## src/rtl/input_buffer_sender.sv

```systemverilog
// Write-side formatter for the input-tile buffer.
// Maps DRAM read beats to registered (data, bank, row, column) writes.
module input_buffer_sender #(
  parameter int DW     = 32,
  parameter int STRIDE = 2,
  parameter int POY    = 4,
  parameter int POX    = 15,
  parameter int KSIZE  = 3,
  parameter int BURST  = 32
) (
  input  logic          clk,
  input  logic          rst_n,
  input  logic          data_load,
  input  logic          rvalid,
  input  logic [DW-1:0] rdata,
  output logic [DW-1:0] wdata,
  output logic [7:0]    wbank,
  output logic [7:0]    wrow,
  output logic [27:0]   wcol
);

  localparam int IW = (POX - 1) * STRIDE + KSIZE;
  localparam int IH = (POY - 1) * STRIDE + KSIZE;

  localparam int BEAT_W = (BURST > 1) ? $clog2(BURST) : 1;
  localparam int ROW_W  = (IH > 1) ? $clog2(IH) : 1;
  localparam int BSEL_W = (KSIZE > 1) ? $clog2(KSIZE) : 1;

  generate
    if (KSIZE > 8 || KSIZE < 1) begin : g_bad_ksize
      $error("input_buffer_sender: KSIZE must be 1..8");
    end
    if (BURST < IW) begin : g_bad_burst
      $error("input_buffer_sender: BURST must be >= IW");
    end
  endgenerate

  typedef enum logic {
    IDLE,
    LOAD
  } state_t;

  state_t state, state_nx;

  logic [BEAT_W-1:0] beat, beat_nx;
  logic [ROW_W-1:0]  row, row_nx;
  logic [BSEL_W-1:0] bsel, bsel_nx;
  logic [ROW_W-1:0]  grp, grp_nx;

  logic              accept;
  logic              last_beat;
  logic              pad;
  logic [7:0]        onehot;
  logic [ROW_W+7:0]  grp_ext;
  logic [BEAT_W+27:0] col_ext;

  always_ff @(posedge clk or negedge rst_n) begin
    if (!rst_n) begin
      state <= IDLE;
    end else begin
      state <= state_nx;
    end
  end

  always_comb begin
    state_nx = state;
    unique case (state)
      IDLE:    if (data_load)  state_nx = LOAD;
      LOAD:    if (!data_load) state_nx = IDLE;
      default: state_nx = IDLE;
    endcase
  end

  assign accept    = data_load && rvalid;
  assign last_beat = (beat == BEAT_W'(BURST - 1));

  // bsel/grp track row % KSIZE and row / KSIZE without a divider
  always_comb begin
    beat_nx = beat;
    row_nx  = row;
    bsel_nx = bsel;
    grp_nx  = grp;
    if (state_nx == IDLE) begin
      beat_nx = '0;
      row_nx  = '0;
      bsel_nx = '0;
      grp_nx  = '0;
    end else if (accept) begin
      if (!last_beat) begin
        beat_nx = beat + 1'b1;
      end else begin
        beat_nx = '0;
        if (row == ROW_W'(IH - 1)) begin
          row_nx  = '0;
          bsel_nx = '0;
          grp_nx  = '0;
        end else begin
          row_nx = row + 1'b1;
          if (bsel == BSEL_W'(KSIZE - 1)) begin
            bsel_nx = '0;
            grp_nx  = grp + 1'b1;
          end else begin
            bsel_nx = bsel + 1'b1;
          end
        end
      end
    end
  end

  always_ff @(posedge clk or negedge rst_n) begin
    if (!rst_n) begin
      beat <= '0;
      row  <= '0;
      bsel <= '0;
      grp  <= '0;
    end else begin
      beat <= beat_nx;
      row  <= row_nx;
      bsel <= bsel_nx;
      grp  <= grp_nx;
    end
  end

  assign pad     = (32'(beat) >= IW);
  assign onehot  = 8'd1 << bsel;
  assign grp_ext = {8'd0, grp};
  assign col_ext = {28'd0, beat};

  always_ff @(posedge clk or negedge rst_n) begin
    if (!rst_n) begin
      wdata <= '0;
      wbank <= '0;
      wrow  <= '0;
      wcol  <= '0;
    end else if (accept) begin
      wdata <= rdata;
      wbank <= pad ? 8'd0 : onehot;
      wrow  <= grp_ext[7:0];
      wcol  <= col_ext[27:0];
    end else begin
      wbank <= '0;
    end
  end

endmodule

```

## config.mk

```make
export PLATFORM = sky130hd
export DESIGN_NAME = input_buffer_sender
export DESIGN_NICKNAME = d
export VERILOG_FILES = /design/src/rtl/input_buffer_sender.sv
export SDC_FILE = /design/constraint.sdc
export NUM_CORES = 1
export LEC_CHECK = 0
export ABC_AREA = 1
export ABC_CLOCK_PERIOD_IN_PS = 2700
export CAP_MARGIN = 25
export CORE_ASPECT_RATIO = 0.6
export CORE_MARGIN = 3
export CORE_UTILIZATION = 55
export CTS_CLUSTER_DIAMETER = 60
export CTS_CLUSTER_SIZE = 30
export DETAILED_ROUTE_END_ITERATION = 6
export DONT_BUFFER_PORTS = 1
export PLACE_DENSITY = 0.8
export SLEW_MARGIN = 30
export SYNTH_ARGS = -nofsm -noshare
export SYNTH_HDL_FRONTEND = slang
export SYNTH_SLANG_ARGS = --single-unit
```

## constraint.sdc

```tcl
create_clock -name clk -period 2.7 [get_ports clk]
set_clock_uncertainty 0.15 [all_clocks]
set_input_delay 0.405 -clock clk [delete_from_list [all_inputs] [get_ports clk]]
set_output_delay 0.405 -clock clk [all_outputs]
set_load 0.05 [all_outputs]
```

* Word-level counts from Yosys, hierarchy flattened *
Cells that the tools add are included.

word-level totals
  output and inout bits = 76
  flip-flop bits (word level) = 64
  logic and storage cells = 43

operators by class
  eq/ne operators = 6
  muxes and demuxes = 20
  reduce and logical (&&, ||, !) cells = 3
  $lt $le $gt $ge = 1
  shifts and indexed selects = 1
  $add $sub $neg = 4

operator list
  kind                   count
  $mux W4                9
  $mux W8                2
  $mux W5                3
  $mux W2                5
  $add A4 B1 Y4 const B  2
  $shl A1 B2 Y8 const A  1
  $add A5 B1 Y5 const B  1
  $eq A5 B5 Y1 const B   1
  $ge A5 B5 Y1 const B   1
  $eq A4 B4 Y1 const B   1
  $ne A2 B1 Y1 const B   2
  $ne A3 B1 Y1 const B   1
  $reduce_and A3 Y1      1
  $add A2 B1 Y2 const B  1
  $eq A2 B2 Y1 const B   1
  $reduce_and A2 Y1      1
  $logic_and A1 B1 Y1    1
  $mux W1                1

* Depth between registers and ports, before layout *
  depth after elaboration = 6
  mapped depth = 10
  gate-level depth less buffers = 10

* Worst setup path before layout *
Ideal clock, no wire load.

  path type = reg-to-reg
  from = reg beat[0]
  to = reg row[2]
  library setup time = 119 ps
  arrival = 1383 ps
  stages on the path, launching flop included = 10
  required time = 2431 ps
  slack = 1048 ps
  cells stage by stage = dfrtp_1 > ha_1 > nand2_1 > nor2_1 > ha_1 > nand2_1 > nand2_2 > buf_6 > a21oi_1 > nor2_1

on the way
  word-level cells in the longest chain between the ends = 3

RTL lines
  what                                RTL line  text
  start: declaration                  45        logic [BEAT_W-1:0] beat, beat_nx;
  start signal: assignment            117       beat <= beat_nx;
  $eq A5 B5 Y1                        75        assign last_beat = (beat == BEAT_W'(BURST - 1));
  $ne A2 B1 Y1 (no source line)       --
  $reduce_and A2 Y1 (no source line)  --
  end signal: assignment              118       row <= row_nx;
  end: declaration                    46        logic [ROW_W-1:0] row, row_nx;

No other way between the ends.
A chain may end at the register's enable or synchronous reset.

* Worst setup path in the final report *
  from = reg beat[0]
  to = reg grp[3]

on the way
  word-level cells in the longest chain between the ends = 3

RTL lines
  what                                RTL line  text
  $eq A5 B5 Y1                        75
  $ne A2 B1 Y1 (no source line)       --
  $reduce_and A3 Y1 (no source line)  --
  end signal: assignment              120       grp <= grp_nx;
  end: declaration                    48        logic [ROW_W-1:0] grp, grp_nx;

No other way between the ends.

==> results.md <==
* Outcome: finished clean
* Crit path DAT at 2.05 ns
* Port Buffers at 0
* Worst slew margin at 0.627
* RSZ-0062 raised after global routing: false
* Dpl hpwl at 3.53 mm
* Final Hold Fails at 0
* Via-per-instance ratio at 4.77
* Longest Clk Path Bufs at 2
* Final setup violation count at 0
* Layout fillers at between 400 and 500
* Nets at 357
* Placed Area at 2630 um2
* Reg2Reg Launch Point: beat[0]
* Die ar. at 5850 um2
* Synth warnings at 0
* Initial DRC Count at 56
* Layout Cells excl Fill at between 300 and 400
* FP Rows at 19
* Crit path time final at a little under 2 ns
* Top post-synthesis cells by count: nand2_1, dfrtp_1, buf_4, inv_1, nor2_1
* Post-Route Hold Slack at 0.0386 ns
* R2R depth at 10
* Slew Viols, Final at 0
* Antenna violations before repair at 0
* Hold Crit Class: in2reg
* Ys flop type: dfrtp_1
* Boundary Pins at 112
* #FFs+latches synth at 60
* Clock slew at the register clock pins of the worst setup and hold paths at 0.07 ns
* CTS root buf: clkbuf_8
* Gpl congestion at 0.762
* Setup crit end: grp[3]
* FF-to-FF End: grp[3]
* Wire length per cell at 12.9 um
* Maximum clock frequency at 516 MHz
* First-pass GRT wire length at 8.02 mm
* Area Growth Syn to Fin at 5.43%
* CP Max Fanout at 15
* Worst-Margin Slew at 0.559 ns
* Post-synth cell types at 21
* Area of all placed cells without fillers at 2870 um2
* Cells after synthesis at around 310
* Crit. Startpoint: beat[0]
* Clk Latency, worst-skew pair at 0.32 ns
* Core area at ~4700 um2
* CP required at 2.81 ns
* Ant diodes at 0
* Setup total negative slack at 0 ns
* Top cell type by total area after synthesis: dfrtp_1
* Worst vdd ir at 0.475 mV
* Sequential area share after synthesis at 0.552
* Pleak at about 1.6 nW
* Die height at just over 60 um
* DRT Pass-1 Iters at 4
* Overflow after GRT at 0
* Top-count cell post-synth: nand2_1
* Via count at 1831
* R2R setup slack at ~0.76 ns
* Drt total wl at 4.94 mm
* Async SR Flop Fraction at 1.00
* Syn avg cell area at 8.71 um2
* Fin crit share at 0.718
* Cell Count Post-Placement at about 370
* Layout cells sized above 1 at 0.0779
* Total CTS buffers at 9
* Startpoint type of the worst setup path: flip-flop
* Vias in the first global route at 1660
* TritonCTS clock tree: done
* CTS Sinks at 60
* Largest net degree at the start of global routing at about 60
* Final ANT Viol Nets at 0
* Synth area leaders: dfrtp_1, nand2_1, buf_4
* CP Class: reg2reg
* Cell Area, Synth at roughly 2700 um2
* H-tree depth at 3
* EDFF count, synth at 0
* Setup Fix Bufs, Post-CTS at 0
* Starting Density at 0.583
* Post-synth top area share at 0.552
* CP endpoint kind: flip-flop
* Gr usage total at 0.176
* Die width at 96.7 um
* DRC viols at 0
* Total of max-cap violations at 0
* Cell Pwr Density at approximately 800 nW/um2
-- state kept, by name, indices dropped and copies added, names as in the netlist --
| register | cells |
|---|---|
| beat | 5 |
| bsel | 2 |
| grp | 4 |
| row | 4 |
| wbank | 4 |
| wcol | 5 |
| wdata | 32 |
| wrow | 4 |
-- cells by family (layout without fill, tap and decap cells) --
family,count (synthesis),in the layout,synth area share
XOR/XNOR,1,1,0.00322
other,1,31,0.00138
AND/OR/NAND/NOR,169,169,0.250
adder cells (fa/ha/maj),5,5,0.0230
AO/OA/AOI/OAI,18,18,0.0368
flip-flops,60,60,0.552
buffers and inverters,58,37,0.133
-- cell usage in the layout (no fill, tap or decap), drive strengths merged --
| cell type | netlist | layout |
|---|---|---|
| a21oi | 4 | 4 |
| buf | 41 | 3 |
| bufinv | 0 | 1 |
| clkbuf | 0 | 10 |
| clkinv | 0 | 3 |
| clkinvlp | 0 | 2 |
| conb | 1 | 31 |
| dfrtp | 60 | 60 |
| dlygate4sd3 | 0 | 1 |
| ha | 5 | 5 |
| inv | 17 | 17 |
| nand2 | 140 | 140 |
| nand3 | 10 | 10 |
| nand4 | 2 | 2 |
| nor2 | 13 | 13 |
| nor3 | 4 | 4 |
| o21a | 1 | 1 |
| o21ai | 10 | 10 |
| o22ai | 3 | 3 |
| xnor2 | 1 | 1 |
-- what timing repair did --
action                                  CTS  global route
endpoints found under the hold margin    60             0
endpoints found under the setup margin    0             0
gates resized for setup                   0             0
hold buffers                              2             0
-- through the flow --
stage / total power [mW] / setup WS, ns / util
floorplan: 1.52 / 1.05 / -
global placement: 1.51 / 0.884 / 0.564
detailed placement: 1.52 / 0.757 / 0.564
CTS: 2.34 / 0.747 / 0.615
global route: 2.43 / 0.526 / 0.615
finish: 2.31 / 0.761 / 0.615
-- layout make-up --
class / instances / area (um2) / area share
flip-flops and latches: 60 / 1500 / 0.524
multi-input cells: 224 / 967 / 0.338
clock buffers: 10 / 138 / 0.0480
well taps: 63 / 78.8 / 0.0275
clock inverters: 6 / 63.8 / 0.0223
inverters: 17 / 63.8 / 0.0223
repair buffers: 4 / 52.6 / 0.0183
-- worst min path at each step --
stage / from / endpoint / slack (ns) / cells past startpoint
detailed placement: rst_n / wbank[3] / -0.04 / 0
CTS: rdata[20] / wdata[20] / 0.02 / 2
floorplan: rst_n / beat[0] / -0.04 / 0
finish: rdata[20] / wdata[20] / 0.04 / 2
global placement: rst_n / wbank[1] / -0.04 / 0
global route: rdata[10] / wdata[10] / 0.02 / 2
-- per-layer routing --
layer	global-route usage	routed length, um
met4	0.0660	13
met1	0.236	2290
met5	0	0
met2	0.245	2160
met3	0.0896	468
-- power breakdown --
group	total, mW	leakage, nW	switching [mW]	internal (mW)
clock network	0.790	0.0983	0.341	0.449
logic	0.242	0.674	0.190	0.0516
registers	1.28	0.778	0.308	0.972
total	2.31	1.55	0.839	1.47
-- worst max-delay path, cell delays in order, from the launching register on --
cell     delay [ns]
dfrtp_1        0.37
ha_1           0.18
nand2_1        0.08
nor2_1         0.10
ha_1           0.27
nand2_1        0.09
nand2_2        0.22
nand2_2        0.16
nor2_4         0.15
nand2_1        0.06
nand2_1        0.06
(Power assumes the default switching activity.)
